<file path="config.mk">
export PLATFORM = sky130hd
export DESIGN_NAME = dmem_arbiter
export DESIGN_NICKNAME = d
export VERILOG_FILES = /design/src/rtl/dmem_arbiter.sv
export SDC_FILE = /design/constraint.sdc
export NUM_CORES = 1
export LEC_CHECK = 0
export ABC_AREA = 1
export CORE_AREA = 2 2 117 119
export DETAILED_ROUTE_END_ITERATION = 10
export DIE_AREA = 0 0 119 121
export SETUP_SLACK_MARGIN = 0.2
export SYNTH_ARGS = -nofsm -noshare
export SYNTH_HDL_FRONTEND = slang
export SYNTH_SLANG_ARGS = --single-unit
</file>
<file path="constraint.sdc">
create_clock -name clk -period 3.3 [get_ports clk]
set_input_delay 0.66 -clock clk [delete_from_list [all_inputs] [get_ports clk]]
set_output_delay 0.66 -clock clk [all_outputs]
set_load 0.05 [all_outputs]
</file>
<file path="src/rtl/dmem_arbiter.sv">
// Two-requester arbiter in front of a single-port data memory.
// Round-robin on ties; reads take a second cycle to return data to their owner.
//
// state | meaning
// IDLE  | may grant one requester per cycle; writes complete here
// RD    | read response cycle for the registered owner; no grants
module dmem_arbiter #(
  parameter int DEPTH = 64
) (
  input  logic        clk,
  input  logic        rst,
  input  logic        m0_req,
  input  logic        m0_we,
  input  logic [31:0] m0_addr,
  input  logic [31:0] m0_wdata,
  input  logic        m1_req,
  input  logic        m1_we,
  input  logic [31:0] m1_addr,
  input  logic [31:0] m1_wdata,
  output logic        m0_gnt,
  output logic        m1_gnt,
  output logic        m0_rvalid,
  output logic        m1_rvalid,
  output logic [31:0] m0_rdata,
  output logic [31:0] m1_rdata,
  output logic        m0_err,
  output logic        m1_err,
  output logic        MemRead,
  output logic        MemWrite,
  output logic [31:0] address,
  output logic [31:0] write_data,
  input  logic [31:0] read_data
);

  localparam logic [31:0] DEPTH_W = 32'(DEPTH);

  typedef enum logic {
    IDLE = 1'b0,
    RD   = 1'b1
  } state_t;

  state_t      state;
  logic        last_gnt;
  logic        owner;
  logic        rd_err;
  logic [1:0]  wr_err;

  logic        idle_ok;
  logic        rsp_live;
  logic        accept;
  logic        sel;
  logic        sel_we;
  logic [31:0] sel_addr;
  logic [31:0] sel_wdata;
  logic        in_range;

  // Grant and memory command path; everything is forced to 0 while rst is high.
  always_comb begin
    idle_ok    = (state == IDLE) && !rst;
    m0_gnt     = idle_ok && m0_req && (!m1_req || last_gnt);
    m1_gnt     = idle_ok && m1_req && (!m0_req || !last_gnt);
    accept     = m0_gnt || m1_gnt;
    sel        = m1_gnt;
    sel_we     = sel ? m1_we    : m0_we;
    sel_addr   = sel ? m1_addr  : m0_addr;
    sel_wdata  = sel ? m1_wdata : m0_wdata;
    in_range   = sel_addr < DEPTH_W;
    MemWrite   = accept && sel_we && in_range;
    MemRead    = accept && !sel_we && in_range;
    address    = (MemRead || MemWrite) ? sel_addr : 32'd0;
    write_data = MemWrite ? sel_wdata : 32'd0;
  end

  always_comb begin
    rsp_live  = (state == RD) && !rst;
    m0_rvalid = rsp_live && !owner;
    m1_rvalid = rsp_live && owner;
    m0_err    = !rst && ((m0_rvalid && rd_err) || wr_err[0]);
    m1_err    = !rst && ((m1_rvalid && rd_err) || wr_err[1]);
    m0_rdata  = (m0_rvalid && !rd_err) ? read_data : 32'd0;
    m1_rdata  = (m1_rvalid && !rd_err) ? read_data : 32'd0;
  end

  always_ff @(posedge clk) begin
    if (rst) begin
      state    <= IDLE;
      last_gnt <= 1'b1;
      owner    <= 1'b0;
      rd_err   <= 1'b0;
      wr_err   <= 2'b00;
    end else begin
      wr_err <= 2'b00;
      case (state)
        IDLE: begin
          if (accept) begin
            last_gnt <= sel;
            owner    <= sel;
            if (!sel_we) begin
              state  <= RD;
              rd_err <= !in_range;
            end else if (!in_range) begin
              wr_err[sel] <= 1'b1;
            end
          end
        end
        RD: begin
          state  <= IDLE;
          rd_err <= 1'b0;
        end
        default: state <= IDLE;
      endcase
    end
  end

endmodule

</file>
==> results.cfg, run 1 <==
[outcome]
outcome = complete, no violations

[critical_path]
cp.required_ps = 2640
crit_buf_inv = 7
path_common_cell = nor2_4
rr_endpoint = wr_err[1]
cp_cell_sequence = buf_8 > nor2_4 > buf_6 > nand3_4 > buf_12 > clkbuf_16 > nand2_1 > nand4_1 > nor2_4 > nand3_4 > buf_6 > buf_16 > nor2_4 > buf_12
arrival_ps = 2450
critPathMaxStageDelay_ps = 170
startpoint_type = primary input
reg2reg_depth = 16
crit_path_max_fanout = 8
end_kind = output port
crit_family = buffers and inverters
crit_slowest_cell = buf_12
timing.rr.start = state
r2r_slack_ps = 1300
crit_type = primary input to output port

[floorplanning]
start_util_pct = 18.8
io-pin-count = 302
die-area_um2 = 14400
row_count = 42
core_area_um2 = 13100
die_w_um = 119
die_h_um = 121

[placement]
portBuffers = 275
gp_congestion = 0.796
placed_cell_area_um2 = 6550
place_hpwl_um = 10400

[hold_path]
hp-start = last_gnt
hp-class = flip-flop to flip-flop
hold_end = last_gnt
whs_path_depth = 2

[cts]
htreeDepth = 1
path_clk_slew_ps = 30
cts_buffer_depth = 2
root_buffer = clkbuf_16
numClockSinks = 6
tritoncts = built
clock_latency_ps = 230
numCtsBuffers = 3

[logic_synthesis]
synth_mux_area_share_pct = 0
ys_seq_area_share_pct = 4.88
ys_ff_latch = 6
synth_top_family_by_area = simple AND/OR/NAND/NOR gates
syn-cell-area_um2 = 2460
synth-adder-area-share_pct = 0
yosys.area_share.simple_pct = 59.6
synth-compound-area-share_pct = 1.12
synth_top_area_share_pct = 29.7
yosys.area.top_type = nand2_1
synth-xor-area-share_pct = 0
synth_cell_types = 19
synthTopCellsByArea = nand2_1 (30%), inv_1 (20%), nor2_1 (13%), buf_4 (8.5%), nor2_2 (7.9%)
avgSynthCellArea_um2 = 4.59
synthCells = 537
yosysWarnings = 0

[grt]
grt_max_degree = 33
grt_usage_pct = 16.8
gr-total-overflow = 0
antenna_found_initial = 1
grt_pass1_vias = 3839
grt_pass1_wl_um = 19400

[timing]
hold_viol_final = 0
setup_tns_ps = 0
period_share_pct = 94.3
rsz0062_at_grt = true
finClkSkew_ps = 1.69
period_minus_slack_ps = 3110
drv_slew = 0
setup_viol = 0
fmax_mhz = 321

[power]
leakagePower_nw = 3.54
clkPwrFrac_pct = 20.2
switchingPower_mw = 0.391
total_power_mw = 0.965
pwr-share-seq_pct = 8.5
powerDensity_nw_per_um2 = 134
switching_share_pct = 40.6
internal-power_mw = 0.573
comb_power_share_pct = 71.3
peakVddDrop_mv = 0.162

[routing]
wl_um = 12500
routed-via-count = 4000
first_pass_iters = 4
first_iter_violations = 133
route.detailed.drc = 0
routedWlPerCell_um = 12.5
vias_per_cell = 3.98
drt.antenna.violating_nets = 0

[flow_run]
maxCapViolations = 0

[finish]
final_cell_mix = nand2_1 (187), clkdlybuf4s50_1 (162), inv_1 (127), buf_12 (114), nor2_1 (47)
final_common_cell = nand2_1
nets = 996
postLayoutCellArea_um2 = 7220
syn_to_final_growth_pct = 193
drive_gt1_share_pct = 29.5
through the flow:
| step | utilization [%] | setup WS (ps) | hold slack, ps | cells |
|---|---|---|---|---|
| final | 55.2 | 187 | 540 | 1005 |
| after global routing | 55.2 | 81.1 | 565 | 1004 |
| after CTS | 54.6 | 158 | 546 | 1003 |
| after detailed placement | 50.1 | -230 | 528 | 984 |
| after global placement | 50.1 | -180 | 512 | 984 |
| after floorplan | - | 29.9 | 488 | 562 |
kinds of logic (layout without fill, tap and decap cells):
family                 Yosys count  after routing
AOI/OAI and AO/OA                5              5
buffers and inverters          183            449
other                            1             27
DFF                              6              6
and+or+nand+nor                342            342
worst min-delay path: cells and delay by family (launching register included):
kind / cells / cell delay, ps
buffers and inverters: 1 / 70
AOI/OAI and AO/OA: 1 / 90
DFF: 1 / 320
cells in the mapped netlist (all sizes together):
cell type	number
nand2	195
o211ai	1
dfxtp	6
conb	1
inv	130
nand4	24
clkbuf	14
buf	39
o21ai	1
nor3	1
nor2	117
nand3	5
a21oi	3
state kept, by name, indices dropped and copies added (netlist names):
| register | cells |
|---|---|
| last_gnt | 1 |
| owner | 1 |
| rd_err | 1 |
| state | 1 |
| wr_err | 2 |
what timing repair did:
action,CTS,global route
pin swaps,15,7
hold buffers,0,0
resized for setup,81,14
buffers inserted,10,0
endpoints found under the setup margin,40,40
cloned,6,1
power by group through the flow:
stage / sequential, mW / clock (mW) / combinational [mW]
after floorplan: 0.0819 / 0 / 0.328
after global placement: 0.0830 / 0 / 0.626
after detailed placement: 0.0829 / 0 / 0.628
after CTS: 0.0821 / 0.198 / 0.681
after global routing: 0.0824 / 0.203 / 0.741
final: 0.0820 / 0.195 / 0.688
layer usage:
metal / wire length (um) / global-route usage (%) / up-vias
met1: 4650 / 18.6 / 1753
li1: - / - / 2061
met4: 122 / 2.46 / 0
met5: 0 / 0 / -
met3: 1050 / 4.84 / 8
met2: 6710 / 32.2 / 178
final cells by class:
cell class	instances	area, um2
Antenna cell	1	2.50
Clock buffer	3	75.1
Fill cell	1207	5860
Inverter	130	498
Multi-Input combinational cell	373	1930
Sequential cell	6	120
Tap cell	176	220
Timing Repair Buffer	316	4370
how the worst max path moves through the flow:
stage | slack, ps | startpoint | end | depth (start not counted)
3_5_place_dp | -230 | m0_req | address[0] | 14
6_report | 190 | rst | write_data[15] | 14
3_3_place_gp | -180 | m0_req | address[5] | 14
2_1_floorplan | 30 | rst | m0_rdata[10] | 4
4_1_cts | 160 | rst | write_data[15] | 16
5_1_grt | 80 | rst | write_data[6] | 17
No activity file was read; power rests on OpenSTA's default activity.
==> run 2: changes to the inputs <==
==> constraint.sdc (replaced) <==
create_clock -name clk -period 4 [get_ports clk]
set_input_delay 0.8 -clock clk [delete_from_list [all_inputs] [get_ports clk]]
set_output_delay 0.8 -clock clk [all_outputs]
set_load 0.01 [all_outputs]
==> run 2 against run 1 <==
  * Critical path depth fell by 2
  * Register-to-register slack improved by 780 ps
  * Non-clock buffer count fell by 7
  * Combinational power fell by 42%
  * Clock-buffer cell count did not move
  * Die area did not move
  * Critical endpoint is now write_data[2]
  * Largest power group unchanged
==> results.cfg, run 2 (same netlist as run 1, synthesis figures left out) <==
[timing]
period_share_pct = 91.4
period_minus_slack_ps = 3650
finClkSkew_ps = 0.745
fmax_mhz = 274
setup_viol = 0
hold_viol_final = 0
drv_slew = 0
rsz0062_at_grt = false
setup_tns_ps = 0

[finish]
final_cells = 997
drive_gt1_share_pct = 11.2
final_cell_mix = clkdlybuf4s50_1 (232), nand2_1 (194), inv_1 (129), nor2_1 (83), nor2_2 (31)
fill_cells = 1402
largest_reg_flops = 2
regMostFlops = wr_err
syn_to_final_growth_pct = 125
nets = 989
final_common_cell = clkdlybuf4s50_1
antenna_cells = 0

[floorplanning]
die-area_um2 = 14400
io-pin-count = 302
row_count = 42
core_area_um2 = 13100
die_w_um = 119
start_util_pct = 18.8
die_h_um = 121

[routing]
vias_per_cell = 3.80
routed-via-count = 3784
first_pass_iters = 4
wl_um = 11400
route.detailed.drc = 0
first_iter_violations = 126
routedWlPerCell_um = 11.4
drt.antenna.violating_nets = 0

[placement]
gp_congestion = 0.782
place_hpwl_um = 9470
dpl.cell_count = 984
portBuffers = 275

[critical_path]
crit_family = buffers and inverters
crit_buf_inv = 6
startpoint_type = primary input
crit_type = primary input to output port
crit_slowest_cell = dlygate4sd2_1
arrival_ps = 2850
cp_cell_sequence = dlygate4sd2_1 > nand3_4 > buf_12 > buf_4 > buf_4 > nand2_1 > nand4_1 > nor2_4 > nand3_4 > clkbuf_16 > nor2_2 > dlygate4sd2_1
cp.required_ps = 3200
crit_path_max_fanout = 8
end_kind = output port
critPathMaxStageDelay_ps = 360

[power]
leakagePower_nw = 3.07
pwr-share-seq_pct = 10.7
internal-power_mw = 0.426
comb_power_share_pct = 63.6
clkPwrFrac_pct = 25.7
powerDensity_nw_per_um2 = 113
switchingPower_mw = 0.202
peakVddDrop_mv = 0.124
switching_share_pct = 32.2

[cts]
root_buffer = clkbuf_16
path_clk_slew_ps = 30
tritoncts = built
hold_buffers = 0
cts_buffer_depth = 2
numClockSinks = 6
numCtsBuffers = 3
clock_latency_ps = 230
htreeDepth = 1

[hold_path]
hp-class = flip-flop to flip-flop

[outcome]
outcome = complete, no violations

[flow_run]
maxCapViolations = 0

[grt]
antenna_found_initial = 0
grt_pass1_vias = 3465
grt_pass1_wl_um = 16800
grt_max_degree = 33
grt_usage_pct = 14.3
gr-total-overflow = 0
-- run 2: layout make-up --
| type | instances | area [um2] | area share [%] |
|---|---|---|---|
| clock buffers | 3 | 75.1 | 1.35 |
| inverters | 130 | 488 | 8.78 |
| multi-input cells | 373 | 1600 | 28.9 |
| flip-flops and latches | 6 | 120 | 2.16 |
| well taps | 176 | 220 | 3.96 |
| repair buffers | 309 | 3050 | 54.9 |
-- run 2: final timing paths --
check | slack, ps | depth (start not counted) | start | end
worst max-delay path | 350 | 12 | m1_req | write_data[2]
worst max register to register | 2080 | 12 | state | rd_err
worst min register to register | 510 | 2 | owner | owner
worst min-delay path | 510 | 2 | owner | owner
-- run 2: power by group through the flow --
| stage | registers [mW] | clock network (mW) | logic [mW] |
|---|---|---|---|
| 2_1_floorplan | 0.0674 | 0 | 0.179 |
| 3_3_place_gp | 0.0682 | 0 | 0.391 |
| 3_5_place_dp | 0.0681 | 0 | 0.391 |
| 4_1_cts | 0.0674 | 0.164 | 0.393 |
| 5_1_grt | 0.0680 | 0.168 | 0.443 |
| 6_report | 0.0674 | 0.161 | 0.399 |
-- run 2: timing repair --
item,in CTS,in global routing
resized for setup,60,31
buffers inserted,1,5
cloned,1,3
pin swaps,0,9
setup endpoints to repair,40,37
-- run 2: worst register-to-register path: stages, from the launching register on --
cell and delay [ps]:
dfxtp_1 330, nor2_4 160, nand3_4 140, buf_12 170, buf_4 140, buf_4 140
nand2_1 50, nand4_1 150, nor2_4 160, buf_4 140, nand3_1 120, nand2_1 90
inv_1 30
-- run 2: per-stage QoR --
step           utilization, %  cell area [um2]  power [mW]  worst slack, ps  hold WS (ps)
3_3_place_gp             41.3             5410       0.459            -14.7           495
4_1_cts                  42.0             5500       0.625              192           511
3_5_place_dp             41.3             5410       0.459            -24.3           504
5_1_grt                  42.5             5560       0.678              223           530
2_1_floorplan               -             2560       0.246             1100           481
6_report                 42.5             5560       0.628              345           513
-- run 2: layer usage --
metal	vias up	track usage, %	part of all wire, %
li1	2036	-	-
met1	1574	15.7	41
met2	168	27.9	51
met3	6	3.62	7.3
met4	0	2.16	0.75
met5	-	0	0
